## src/rtl/note_scheduler.sv

```systemverilog
// -----------------------------------------------------------------------------
// note_scheduler
//   Decodes PS/2 scan-code bytes into piano key presses and releases. It keeps
//   a last-pressed-priority stack of the keys that are held, and plays the top
//   key as a square wave.
//
// Ports
//   CLK          in   system clock, all state changes on the rising edge
//   RST_N        in   asynchronous active-low reset
//   rx_byte      in   [7:0] scan-code byte from the keyboard receiver
//   rx_valid     in   one-cycle strobe qualifying rx_byte
//   note_period  out  [19:0] half-period of the sounding note in CLK cycles, 0 when silent
//   note_active  out  high while any mapped key is held
//   tone_out     out  registered square wave that toggles every note_period cycles
//   held_count   out  [2:0] number of valid stack entries
//   dbg_state_o  out  [1:0] prefix FSM state (0 IDLE, 1 BRK, 2 EXT, 3 EXT_BRK)
//
// Handshake: there is no back-pressure. A byte is consumed on every rising
// edge where rx_valid=1, and rx_byte is ignored in all other cycles.
// -----------------------------------------------------------------------------
module note_scheduler #(
    parameter int STACK_DEPTH = 4
) (
    input  logic        CLK,
    input  logic        RST_N,
    input  logic [7:0]  rx_byte,
    input  logic        rx_valid,
    output logic [19:0] note_period,
    output logic        note_active,
    output logic        tone_out,
    output logic [2:0]  held_count,
    output logic [1:0]  dbg_state_o
);

    typedef enum logic [1:0] {
        IDLE    = 2'd0,
        BRK     = 2'd1,
        EXT     = 2'd2,
        EXT_BRK = 2'd3
    } state_t;

    localparam logic [2:0] DEPTH_C = 3'(STACK_DEPTH);

    // Scan code to half-period table. A result of 0 means the code is not a piano key.
    function automatic logic [19:0] key_period(input logic [7:0] code);
        logic [19:0] p;
        case (code)
            8'h1A: p = 20'd95555;   8'h22: p = 20'd85132;   8'h21: p = 20'd75843;
            8'h2A: p = 20'd71586;   8'h32: p = 20'd63776;   8'h31: p = 20'd56818;
            8'h3A: p = 20'd50620;
            8'h1C: p = 20'd190840;  8'h1B: p = 20'd173611;  8'h23: p = 20'd151515;
            8'h2B: p = 20'd142857;  8'h34: p = 20'd127551;  8'h33: p = 20'd113636;
            8'h3B: p = 20'd101239;
            8'h15: p = 20'd382205;  8'h1D: p = 20'd340507;  8'h24: p = 20'd303361;
            8'h2D: p = 20'd286336;  8'h2C: p = 20'd255102;  8'h35: p = 20'd227273;
            8'h3C: p = 20'd202478;
            8'h16: p = 20'd764526;  8'h1E: p = 20'd681013;  8'h26: p = 20'd606796;
            8'h25: p = 20'd572737;  8'h2E: p = 20'd510204;  8'h36: p = 20'd454545;
            8'h3D: p = 20'd404924;
            default: p = 20'd0;
        endcase
        return p;
    endfunction

    state_t      state_q, state_d;
    logic [7:0]  stack_q [STACK_DEPTH];   // index 0 = oldest, held_q-1 = top
    logic [7:0]  stack_d [STACK_DEPTH];
    logic [2:0]  held_q, held_d;
    logic [19:0] period_q, period_d;
    logic        active_q, active_d;
    logic [19:0] cnt_q, cnt_d;
    logic        tone_q, tone_d;

    logic        do_press, do_release, mapped, hit;
    logic [2:0]  hit_idx;
    logic [7:0]  top_code;

    // ---------------- prefix FSM and key stack ----------------
    always_comb begin
        state_d    = state_q;
        held_d     = held_q;
        stack_d    = stack_q;
        do_press   = 1'b0;
        do_release = 1'b0;
        hit        = 1'b0;
        hit_idx    = 3'd0;
        mapped     = (key_period(rx_byte) != 20'd0);

        // Lowest position holding this code. Presses never duplicate, so there is at most one.
        for (int i = 0; i < STACK_DEPTH; i++) begin
            if (!hit && (i < int'(held_q)) && (stack_q[i] == rx_byte)) begin
                hit     = 1'b1;
                hit_idx = 3'(i);
            end
        end

        if (rx_valid) begin
            case (state_q)
                IDLE: begin
                    if (rx_byte == 8'hF0)      state_d = BRK;
                    else if (rx_byte == 8'hE0) state_d = EXT;
                    else                       do_press = 1'b1;
                end
                BRK: begin
                    // A repeated prefix inside a break sequence is absorbed.
                    if (rx_byte != 8'hE0 && rx_byte != 8'hF0) begin
                        do_release = 1'b1;
                        state_d    = IDLE;
                    end
                end
                EXT:     state_d = (rx_byte == 8'hF0) ? EXT_BRK : IDLE;
                EXT_BRK: state_d = IDLE;
                default: state_d = IDLE;
            endcase
        end

        if (do_press && mapped && !hit) begin
            if (held_q == DEPTH_C) begin
                // Full: evict the oldest entry and push on top.
                for (int i = 0; i < STACK_DEPTH - 1; i++) stack_d[i] = stack_q[i + 1];
                stack_d[STACK_DEPTH - 1] = rx_byte;
            end else begin
                for (int i = 0; i < STACK_DEPTH; i++) begin
                    if (i == int'(held_q)) stack_d[i] = rx_byte;
                end
                held_d = held_q + 3'd1;
            end
        end

        if (do_release && mapped && hit) begin
            // Close the gap. The order of the remaining keys is kept.
            for (int i = 0; i < STACK_DEPTH - 1; i++) begin
                if (i >= int'(hit_idx)) stack_d[i] = stack_q[i + 1];
            end
            stack_d[STACK_DEPTH - 1] = 8'h00;
            held_d = held_q - 3'd1;
        end
    end

    // ---------------- note selection (one edge behind the stack) ----------------
    always_comb begin
        top_code = 8'h00;
        for (int i = 0; i < STACK_DEPTH; i++) begin
            if (i + 1 == int'(held_q)) top_code = stack_q[i];
        end
        active_d = (held_q != 3'd0);
        period_d = active_d ? key_period(top_code) : 20'd0;
    end

    // ---------------- tone generator ----------------
    always_comb begin
        cnt_d  = cnt_q;
        tone_d = tone_q;
        if (!active_d) begin
            cnt_d  = 20'd0;
            tone_d = 1'b0;
        end else if (period_d != period_q) begin
            // A new pitch restarts the count. The output level is kept so there is no glitch.
            cnt_d = 20'd0;
        end else if (cnt_q == period_q - 20'd1) begin
            cnt_d  = 20'd0;
            tone_d = ~tone_q;
        end else begin
            cnt_d = cnt_q + 20'd1;
        end
    end

    always_ff @(posedge CLK or negedge RST_N) begin
        if (!RST_N) begin
            state_q  <= IDLE;
            held_q   <= 3'd0;
            period_q <= 20'd0;
            active_q <= 1'b0;
            cnt_q    <= 20'd0;
            tone_q   <= 1'b0;
            for (int i = 0; i < STACK_DEPTH; i++) stack_q[i] <= 8'h00;
        end else begin
            state_q  <= state_d;
            held_q   <= held_d;
            period_q <= period_d;
            active_q <= active_d;
            cnt_q    <= cnt_d;
            tone_q   <= tone_d;
            for (int i = 0; i < STACK_DEPTH; i++) stack_q[i] <= stack_d[i];
        end
    end

    assign note_period = period_q;
    assign note_active = active_q;
    assign tone_out    = tone_q;
    assign held_count  = held_q;
    assign dbg_state_o = state_q;

endmodule

```

## config.mk

```make
export PLATFORM = sky130hd
export DESIGN_NAME = note_scheduler
export DESIGN_NICKNAME = d
export VERILOG_FILES = /design/src/rtl/note_scheduler.sv
export SDC_FILE = /design/constraint.sdc
export NUM_CORES = 1
export LEC_CHECK = 0
export ABC_AREA = 1
export BUFFER_PORTS_ARGS = -buffer_cell sky130_fd_sc_hd__buf_2
export CAP_MARGIN = 5
export CORE_MARGIN = 8
export CORE_UTILIZATION = 45
export CTS_CLUSTER_SIZE = 16
export DETAILED_ROUTE_END_ITERATION = 6
export GPL_ROUTABILITY_DRIVEN = 0
export PLACE_DENSITY_LB_ADDON = 0.1
export SYNTH_ARGS = -nofsm -noshare
export SYNTH_HDL_FRONTEND = slang
export SYNTH_SLANG_ARGS = --single-unit
```

## constraint.sdc

```tcl
create_clock -name CLK -period 4 [get_ports CLK]
set_input_delay 0.2 -clock CLK [delete_from_list [all_inputs] [get_ports CLK]]
set_output_delay 0.2 -clock CLK [all_outputs]
set_load 0.01 [all_outputs]
```

==> results.yml <==
clocking:
  max-clock-path-buffers: 2
  clkSlewWorstSetupHoldPaths_ps: 70
  cts_buffers: 9
  htree_levels: 3
  tritoncts: "built"
  root_buffer: "clkbuf_16"
  clk_latency_ps: 350
  cts.sinks: 79
synth:
  synthesis.instances: 1189
  synth_seq_cells: 79
  synthFlopType: "dfrtp_1"
  synth.distinct_cells: 49
  synth_sequential_area_ratio_pct: 26.0
  synth_edf_count: 0
  yosys_warnings: 0
  async_reset_ff_share_pct: 100
  postSynthAreaPerCell_um2: 6.40
  syn_nets: 1224
  netlist_area_mm2: 0.00760
global_routing:
  grt_overflow: 0
  grt_pass1_wl_um: 40600
  grt_pass1_vias: 7748
  grt_max_degree: 56
  grtUsageTotal_pct: 23.1
  antenna_found_initial: 0
status:
  failed_checks: "design-rule violations"
  status: "finished with violations"
sta:
  finalSetupViolCount: 0
  worst_pin_slew_ps: 780
  tns_ps: 0
  fmaxAchievable_mhz: 268
  max_slew_margin_pct: 47.8
  skew_ps: 7.89
  finalCritPeriodShare_pct: 93.2
  rsz0062_at_grt: "false"
  drv_slew: 0
  whs_ps: 276
  setup_ws_ps: 272
  period_needed_ps: 3730
  hold_viol_final: 0
cells_and_area:
  drive_above_1_share_pct: 12.5
  fillers: 1705
  nNetsFinal: 1264
  layout_commonest_cell: "nand2_1"
  area_delta_synth_final_pct: 11.3
  diodes: 0
  stdcell_count: 1454
  final_cell_mix: "nand2_1 (363), inv_1 (123), nand3_1 (103)"
floorplan:
  core_area_mm2: 0.0166
  start_util_pct: 45.9
  io_pins: 38
  die_w_um: 146
  die_h_um: 146
  dieArea_mm2: 0.0213
  rows: 47
setup_path:
  r2r-start: "held_count[1]"
  critPathKind: "reg -> reg"
  critPathLaunchType: "flip-flop"
  endpoint_kind: "flip-flop"
  rrSetupSlack_ps: 270
  arrival_ps: 4010
  worst-path-max-fanout: 20
  cp.required_ps: 4280
  timing.rr.end: "cnt_q[17]"
  rr_worst_depth: 23
power:
  power_density_mw_per_mm2: 887
  leakage_nw: 4.33
  finalPower_mw: 7.50
  ir_worst_vdd_uv: 391
route:
  drtIter0Drc: 826
  viasPerCell: 5.62
  ant_nets: 0
  route.detailed.drc: 7
  dr.pass1.iters: 7
  num_vias: 8173
  drt-total-wl_um: 24800
  routedWlPerCell_um: 17.0
hold_path:
  min_path_cells: 3
  hp-start: "rx_byte[4]"
  holdCritPathClass: "in -> reg"
  hold_end: "stack_q[4]"
placement:
  preCtsSetupSlack_ps: 135
  dp.final_hpwl_um: 18900
  dp.cells: 1434
  io_buffers: 37
job:
  max_cap_violations: 0
==> synth_stat cells (2+ instances only) <==
| cell | count | area (µm²) |
|---|---|---|
| nor2_4 | 3 | 33.8 |
| nand2_2 | 8 | 50.1 |
| a211oi_1 | 3 | 22.5 |
| or2_2 | 3 | 18.8 |
| a21oi_2 | 3 | 26.3 |
| nand3_2 | 4 | 40.0 |
| buf_2 | 13 | 65.1 |
| o221ai_1 | 3 | 26.3 |
| a221oi_1 | 2 | 17.5 |
| inv_1 | 125 | 469 |
| o21ai_1 | 10 | 50.1 |
| o31ai_1 | 2 | 15.0 |
| buf_6 | 7 | 78.8 |
| clkbuf_1 | 14 | 52.6 |
| a2111oi_0 | 2 | 17.5 |
| o211ai_1 | 22 | 165 |
| nand3_1 | 103 | 515 |
| and3_1 | 3 | 18.8 |
| nand3b_1 | 3 | 22.5 |
| o22ai_1 | 15 | 93.8 |
| nand2_4 | 4 | 45.0 |
| a21oi_1 | 29 | 145 |
| nor4_1 | 12 | 75.1 |
| nor2_1 | 96 | 360 |
| xor2_1 | 49 | 429 |
| ha_1 | 24 | 300 |
| nor2_2 | 24 | 150 |
| a31oi_1 | 8 | 50.1 |
| inv_4 | 2 | 12.5 |
| nor3_1 | 14 | 70.1 |
| nand4_1 | 34 | 213 |
| buf_4 | 4 | 30.0 |
| xnor2_1 | 19 | 166 |
| nand2_1 | 363 | 1360 |
| clkinv_1 | 4 | 15.0 |
| inv_2 | 13 | 48.8 |
| dfrtp_1 | 79 | 1980 |
| o21ai_0 | 52 | 260 |
==> sequential cells by signal, indices dropped and copies added (netlist names) <==
register     count
note_period     20
cnt_q           20
held_count       3
stack_q         32
dbg_state_o      2
note_active      1
tone_out         1
==> per-layer routing <==
| layer | vias to the layer above | track usage (%) | routed length [µm] |
|---|---|---|---|
| met3 | 53 | 3.89 | 1820 |
| met1 | 3749 | 29.3 | 10500 |
| met5 | - | 0 | 0 |
| met4 | 0 | 7.52 | 602 |
| met2 | 414 | 39.0 | 11800 |
| li1 | 3957 | - | - |
==> metrics by stage <==
step	utilization, %	instance area [µm²]
2_1_floorplan	-	7600
3_3_place_gp	48.6	8070
3_5_place_dp	48.6	8070
4_1_cts	50.7	8410
5_1_grt	51.0	8460
6_report	51.0	8460
==> worst max-delay path: stages (launching register included) <==
cell and delay, ps:
dfrtp_1 450, ha_1 210, ha_1 200, inv_2 170
nand3_1 140, nand2_1 80, nand2_1 140, ha_1 370
nand2_2 120, inv_1 120, nand2_1 80, nand2_1 80
nand2_1 60, nor2_1 200, nand2_1 120, nand2_1 70
nand2_1 50, nor2_1 120, nand2_1 70, nor2_1 80
nand3_1 150, or2_1 290, buf_12 170, nor2_2 90
==> cells by family (layout without fill, tap and decap cells) <==
| family | after synthesis | in the layout | synth area share, % |
|---|---|---|---|
| buf+inv | 183 | 227 | 10.2 |
| flops | 79 | 79 | 26.0 |
| simple gates | 677 | 678 | 39.6 |
| fa+ha+maj | 24 | 24 | 3.95 |
| compound gates | 158 | 158 | 12.5 |
| xor+xnor | 68 | 68 | 7.83 |
==> final cells by class <==
class                      count  area, µm²  area share [%]
timing repair buffer          67        440            5.20
inverter                     144        548            6.47
clock buffer                  10        239            2.82
multi-input combinational    928       4880            57.7
sequential                    79       1980            23.4
tap                          220        275            3.25
clock inverter                 6        100            1.18
==> worst max path at each step <==
stage                  start   endpoint  slack (ps)  depth (start not counted)
2_1_floorplan  held_count[0]   cnt_q[8]         690                         23
3_3_place_gp   held_count[0]  cnt_q[15]          90                         22
5_1_grt        held_count[1]  cnt_q[17]           3                         25
4_1_cts        held_count[0]  cnt_q[17]         100                         22
3_5_place_dp   held_count[0]  cnt_q[14]         140                         22
6_report       held_count[1]  cnt_q[17]         270                         23
==> report_power, final <==
| part | switching (mW) | total (mW) | internal (mW) | leakage [nW] |
|---|---|---|---|---|
| logic | 3.51 | 5.23 | 1.72 | 3.15 |
| clock network | 0.374 | 0.950 | 0.576 | 0.167 |
| registers | 0.297 | 1.32 | 1.03 | 1.02 |
| total | 4.18 | 7.50 | 3.32 | 4.33 |
==> repair_timing <==
item,4_1_cts,5_1_grt
buffers inserted,0,2
hold endpoints to repair,54,0
resized for setup,0,9
endpoints found under the setup margin,0,21
hold buffers,1,0
(Power assumes the default switching activity.)
